## src/rtl/mpu_frame_assembler.sv

```systemverilog
// mpu_frame_assembler: paces MPU6050 burst reads and packs the 14-byte burst
//   (0x3B..0x48) into seven signed 16-bit words, presented atomically.
// Latency: frame_valid and the new words appear one cycle after the 14th byte
//   is sampled. Request pulse fires one cycle after pending && !busy_now.
// Backpressure: none downstream. Requests are held off while busy_now is high.
//   A period that elapses with a request still pending sets the sticky overrun.
//
// Ports:
//   clk, rst             - single clock, synchronous active-high reset
//   init_done            - sensor configured; pacing runs only while high
//   busy_now             - I2C engine busy; defers the request pulse
//   data_avalid, data    - one-cycle byte strobe and byte from the reader
//   mpu_transfer         - one-cycle burst-read request
//   accel_*/temp_raw/gyro_* - packed big-endian sensor words (bit-exact)
//   frame_valid          - one-cycle strobe, all seven words just updated
//   frame_err            - one-cycle strobe, frame aborted on byte timeout
//   overrun              - sticky: period wrapped while a request was pending

module mpu_frame_assembler #(
  parameter int PERIOD  = 50000,
  parameter int TIMEOUT = 20000
) (
  input  logic        clk,
  input  logic        rst,
  input  logic        init_done,
  input  logic        busy_now,
  input  logic        data_avalid,
  input  logic [7:0]  data,
  output logic        mpu_transfer,
  output logic [15:0] accel_x,
  output logic [15:0] accel_y,
  output logic [15:0] accel_z,
  output logic [15:0] temp_raw,
  output logic [15:0] gyro_x,
  output logic [15:0] gyro_y,
  output logic [15:0] gyro_z,
  output logic        frame_valid,
  output logic        frame_err,
  output logic        overrun
);

  localparam int PW = $clog2(PERIOD);
  localparam int TW = $clog2(TIMEOUT);

  typedef enum logic [2:0] {
    S_IDLE,
    S_WAIT,
    S_REQ,
    S_COLLECT,
    S_DONE
  } state_t;

  state_t          state_q;
  logic [PW-1:0]   per_cnt_q, per_cnt_d;
  logic [TW-1:0]   to_cnt_q;
  logic [3:0]      idx_q;
  logic            pending_q, pending_d;
  logic            overrun_q, overrun_d;
  logic            xfer_q, fvalid_q, ferr_q;
  logic [15:0]     accel_x_q, accel_y_q, accel_z_q, temp_q;
  logic [15:0]     gyro_x_q, gyro_y_q, gyro_z_q;
  logic [7:0]      shadow_q [0:13];
  logic            wrap;

  // Period pacing runs in every state except IDLE.
  assign wrap = (state_q != S_IDLE) && (per_cnt_q == PW'(PERIOD - 1));

  always_comb begin
    per_cnt_d = per_cnt_q;
    pending_d = pending_q;
    overrun_d = overrun_q;
    if (state_q == S_IDLE) begin
      per_cnt_d = '0;
      pending_d = 1'b0;
    end else begin
      per_cnt_d = wrap ? '0 : per_cnt_q + 1'b1;
      if (state_q == S_REQ) pending_d = 1'b0;
      // A wrap landing on REQ re-arms pending; the old request is being
      // served that very cycle, so it is not an overrun.
      if (wrap) begin
        pending_d = 1'b1;
        if (pending_q && state_q != S_REQ) overrun_d = 1'b1;
      end
    end
  end

  // Shadow bytes need no reset: the index restarts at 0 for every frame and
  // the outputs only load after all 14 positions have been rewritten.
  always_ff @(posedge clk) begin
    if (state_q == S_COLLECT && data_avalid) shadow_q[idx_q] <= data;
  end

  always_ff @(posedge clk) begin
    if (rst) begin
      state_q   <= S_IDLE;
      per_cnt_q <= '0;
      to_cnt_q  <= '0;
      idx_q     <= '0;
      pending_q <= 1'b0;
      overrun_q <= 1'b0;
      xfer_q    <= 1'b0;
      fvalid_q  <= 1'b0;
      ferr_q    <= 1'b0;
      accel_x_q <= '0;
      accel_y_q <= '0;
      accel_z_q <= '0;
      temp_q    <= '0;
      gyro_x_q  <= '0;
      gyro_y_q  <= '0;
      gyro_z_q  <= '0;
    end else begin
      xfer_q   <= 1'b0;
      fvalid_q <= 1'b0;
      ferr_q   <= 1'b0;
      if (!init_done) begin
        // Sensor lost: drop everything silently, no strobes.
        state_q   <= S_IDLE;
        per_cnt_q <= '0;
        pending_q <= 1'b0;
        to_cnt_q  <= '0;
        idx_q     <= '0;
      end else begin
        per_cnt_q <= per_cnt_d;
        pending_q <= pending_d;
        overrun_q <= overrun_d;
        case (state_q)
          S_IDLE: state_q <= S_WAIT;
          S_WAIT: begin
            if (pending_q && !busy_now) begin
              state_q <= S_REQ;
              xfer_q  <= 1'b1;
            end
          end
          S_REQ: begin
            idx_q    <= '0;
            to_cnt_q <= '0;
            state_q  <= S_COLLECT;
          end
          S_COLLECT: begin
            if (data_avalid) begin
              to_cnt_q <= '0;
              if (idx_q == 4'd13) begin
                // Last byte goes straight into gyro_z so the words and
                // frame_valid appear together one cycle after it.
                accel_x_q <= {shadow_q[0],  shadow_q[1]};
                accel_y_q <= {shadow_q[2],  shadow_q[3]};
                accel_z_q <= {shadow_q[4],  shadow_q[5]};
                temp_q    <= {shadow_q[6],  shadow_q[7]};
                gyro_x_q  <= {shadow_q[8],  shadow_q[9]};
                gyro_y_q  <= {shadow_q[10], shadow_q[11]};
                gyro_z_q  <= {shadow_q[12], data};
                fvalid_q  <= 1'b1;
                idx_q     <= '0;
                state_q   <= S_DONE;
              end else begin
                idx_q <= idx_q + 4'd1;
              end
            end else if (to_cnt_q == TW'(TIMEOUT - 2)) begin
              // Counter is about to reach TIMEOUT-1: abort the frame.
              ferr_q   <= 1'b1;
              idx_q    <= '0;
              to_cnt_q <= '0;
              state_q  <= S_WAIT;
            end else begin
              to_cnt_q <= to_cnt_q + 1'b1;
            end
          end
          S_DONE:  state_q <= S_WAIT;
          default: state_q <= S_IDLE;
        endcase
      end
    end
  end

  assign mpu_transfer = xfer_q;
  assign frame_valid  = fvalid_q;
  assign frame_err    = ferr_q;
  assign overrun      = overrun_q;
  assign accel_x      = accel_x_q;
  assign accel_y      = accel_y_q;
  assign accel_z      = accel_z_q;
  assign temp_raw     = temp_q;
  assign gyro_x       = gyro_x_q;
  assign gyro_y       = gyro_y_q;
  assign gyro_z       = gyro_z_q;

endmodule

```

## config.mk

```make
export PLATFORM = sky130hd
export DESIGN_NAME = mpu_frame_assembler
export DESIGN_NICKNAME = d
export VERILOG_FILES = /design/src/rtl/mpu_frame_assembler.sv
export SDC_FILE = /design/constraint.sdc
export NUM_CORES = 1
export LEC_CHECK = 0
export BUFFER_PORTS_ARGS = -buffer_cell sky130_fd_sc_hd__buf_2
export CORE_MARGIN = 1
export CORE_UTILIZATION = 35
export CTS_CLUSTER_DIAMETER = 200
export CTS_CLUSTER_SIZE = 40
export DETAILED_ROUTE_END_ITERATION = 10
export HOLD_SLACK_MARGIN = 0.06
export PLACE_DENSITY_LB_ADDON = 0.08
export SETUP_SLACK_MARGIN = 0.1
export SLEW_MARGIN = 10
export SYNTH_ARGS = -nofsm -noshare
export SYNTH_HDL_FRONTEND = slang
export SYNTH_SLANG_ARGS = --single-unit
```

## constraint.sdc

```tcl
create_clock -name clk -period 2.7 [get_ports clk]
set_clock_uncertainty 0.1 [all_clocks]
set_input_delay 0.135 -clock clk [delete_from_list [all_inputs] [get_ports clk]]
set_output_delay 0.135 -clock clk [all_outputs]
set_load 0.03 [all_outputs]
```

==> impl_metrics.py <==
metrics = {
    "setup_path": {
        "cp.required_ns": 2.98,
        "crit_type": "flip-flop to flip-flop",
        "slowest_stage": "dfxtp_1",
        "reg2reg_slack_ns": 0.42,
        "start_kind": "flip-flop",
        "crit_chain": "and4b_1 > nand4_4 > buf_12 > nand2_1 > a21oi_2",
        "endpoint_kind": "flip-flop",
        "r2r_cells": 5,
        "cp_data_arrival_time_ns": 2.56,
        "cp_max_fo": 48,
        "max_stage_delay_ns": 0.56,
    },
    "global_routing": {
        "antenna_found_initial": 0,
        "track_usage_pct": 15.48,
        "grt_pass1_wl_um": 34490,
        "grt_max_degree": 115,
        "grt-ovfl-total": 0,
        "grt_pass1_vias": 5837,
    },
    "final_layout": {
        "fin_nets": 988,
        "final_util_pct": 40.84,
        "diodes": 0,
        "final_cell_area_um2": 11040,
        "drive_above_1_share_pct": 31.56,
        "final_cells": 1317,
        "fillers": 2647,
        "area_growth_syn_to_layout_pct": 13.92,
    },
    "die": {
        "initial_core_util_pct": 35.85,
        "dieArea_um2": 28350,
        "dieWidth_um": 168.4,
        "pin_count": 129,
        "placementRows": 60,
        "core_um2": 27030,
        "die_h_um": 168.4,
    },
    "routing": {
        "dr.first_iter.drc_count": 397,
        "vias": 6227,
        "drt_wl_total_um": 22180,
        "first_pass_iters": 4,
        "route.detailed.drc": 0,
        "antenna_left": 0,
        "wl_per_cell_um": 16.84,
        "viasPerCell": 4.728,
    },
    "timing": {
        "fin_tns_setup_ns": 0,
        "slew_headroom_pct": 46.75,
        "max_freq_mhz": 437.9,
        "rsz0062_at_grt": "false",
        "tightest_slew_ns": 0.7988,
        "drv_slew": 0,
        "hold_viol": 0,
        "fin_ws_ns": 0.4164,
        "min_period_over_period_pct": 84.58,
        "fin_crit_ns": 2.284,
        "setup_viol": 0,
    },
    "cts": {
        "clk_latency_ns": 0.50,
        "cts-root-buf": "clkbuf_16",
        "clk_pin_slew_ns": 0.15,
        "cts_max_path_buffers": 3,
        "tritoncts": "yes",
        "cts_made_buffers": 10,
        "htreeDepth": 1,
        "clkSinkCount": 259,
    },
    "placed_design": {
        "gp_congestion": 0.7428,
        "dpl.cell_count": 1289,
        "dpl_worst_slack_ns": 0.4562,
        "hpwl_um": 13440,
        "io_buffers": 128,
        "dpl_cell_area_um2": 10600,
    },
    "yosys": {
        "synth-compound-area-share_pct": 10.61,
        "yosysUniqueCellTypes": 48,
        "syn_avg_cell_area_um2": 11.37,
        "synthSimpleGateAreaFrac_pct": 18.32,
        "syn_area_um2": 9689,
        "synthXorXnorAreaFrac_pct": 2.169,
        "synthMuxAreaShare_pct": 0,
        "synth_top_flop_cell": "dfxtp_1",
        "yosysSeqAreaShare_pct": 64.26,
        "syn_inst": 852,
        "syn-num-nets": 868,
        "synth_fa_ha_area_share_pct": 0.3874,
        "synth_top_family_by_area": "simple AND/OR/NAND/NOR gates",
        "yosysWarnings": 0,
        "synth_edf_count": 104,
        "ys_seq_elements": 259,
        "synthArstFlopShare_pct": 0,
    },
    "pwr": {
        "ir_worst_vdd_mv": 0.3460,
        "powerDensity_nw_per_um2": 561.2,
        "leakagePower_uw": 0.003728,
    },
    "run": {
        "cap_viol_max_count": 0,
    },
    "status": {
        "status": "finished clean",
    },
    "worst_hold_path": {
        "hold_class": "flip-flop to flip-flop",
        "min_delay_path_depth": 2,
    },
}
==> critical path: cells and delay by family (launching register included) <==
| family | cells | cell delay, ns |
|---|---|---|
| simple gates | 3 | 1.06 |
| flops | 1 | 0.56 |
| buf+inv | 1 | 0.34 |
| compound gates | 1 | 0.05 |
==> per-stage QoR <==
| stage | hold slack, ns | total power (µW) |
|---|---|---|
| 6_report | 0.3617 | 6194 |
| 5_1_grt | 0.3836 | 6417 |
| 4_1_cts | 0.3621 | 6291 |
| 3_5_place_dp | 0.3389 | 4281 |
| 3_3_place_gp | 0.3346 | 4282 |
| 2_1_floorplan | 0.1339 | 4208 |
==> final timing paths <==
path / from / endpoint
worst max register to register: state_q[1] / accel_z[5]
worst min register to register: gyro_y[11] / gyro_y[11]
worst max-delay path: state_q[1] / accel_z[5]
worst min-delay path: gyro_y[11] / gyro_y[11]
==> layout make-up <==
class | count | area, µm² | area share, %
inverter | 9 | 33.78 | 0.3061
multi-input combinational | 532 | 3068 | 27.79
clock buffer | 15 | 290.3 | 2.630
sequential | 259 | 6226 | 56.40
clock inverter | 1 | 30.03 | 0.2720
tap | 341 | 426.7 | 3.865
timing repair buffer | 160 | 963.4 | 8.728
==> cells by family after synthesis <==
family | after synthesis
adders and majority gates | 3
and+or+nand+nor | 362
AOI/OAI and AO/OA | 143
xor gates and xnor gates | 24
buffers and inverters | 61
DFF | 259
==> cell usage in the layout (no fill, tap or decap), drive strengths merged, types with 6 or more instances in the layout <==
master | synthesis | layout
a31oi | 7 | 7
nor4 | 9 | 9
dlygate4sd3 | 0 | 12
nor2 | 30 | 30
xor2 | 6 | 6
clkbuf | 22 | 15
nand4 | 9 | 9
buf | 30 | 148
xnor2 | 18 | 18
o21ai | 6 | 6
dfxtp | 155 | 155
edfxtp | 104 | 104
nor3 | 24 | 24
nand2 | 246 | 246
inv | 9 | 9
and4 | 8 | 8
nand3 | 12 | 12
a21oi | 121 | 121
==> cells in the mapped netlist (8+ instances only) <==
| cell type | instances | share of area (%) |
|---|---|---|
| inv_1 | 9 | 0.35 |
| edfxtp_1 | 104 | 32 |
| nand2_2 | 70 | 4.5 |
| nor4_1 | 9 | 0.58 |
| buf_2 | 17 | 0.88 |
| xnor2_1 | 18 | 1.6 |
| nand3_1 | 11 | 0.57 |
| a21oi_2 | 70 | 6.3 |
| a21oi_1 | 50 | 2.6 |
| nand2_1 | 176 | 6.8 |
| clkbuf_1 | 21 | 0.81 |
| buf_12 | 8 | 1.7 |
| nor2_1 | 30 | 1.2 |
| and4_1 | 8 | 0.72 |
| dfxtp_1 | 155 | 32 |
| nor3_1 | 24 | 1.2 |
==> sequential cells by signal, indices dropped and copies added, names as in the netlist, 3 cells and up <==
signal,cells
accel_x,16
accel_y,16
accel_z,16
gyro_x,16
gyro_y,16
gyro_z,16
idx_q,4
per_cnt_q,16
shadow_q,104
state_q,3
temp_raw,16
to_cnt_q,15
==> layer usage <==
layer  share of wire [%]  global-route usage (%)
met1                  49                   22.19
met2                  46                   25.08
met3                 3.4                   1.881
met4                 1.4                   3.202
met5                   0                       0
==> timing repair <==
action                    4_1_cts  5_1_grt
hold endpoints to repair      124        0
hold buffers                   12        0
gates resized for setup         0        0
buffers inserted                0        0
==> where the power goes <==
| group | switching (µW) | internal (µW) | total (µW) |
|---|---|---|---|
| Combinational | 107 | 28.9 | 136 |
| Clock | 1210 | 784 | 1990 |
| Sequential | 4.65 | 4060 | 4070 |
Note: power is estimated with default switching activity, not from simulation.
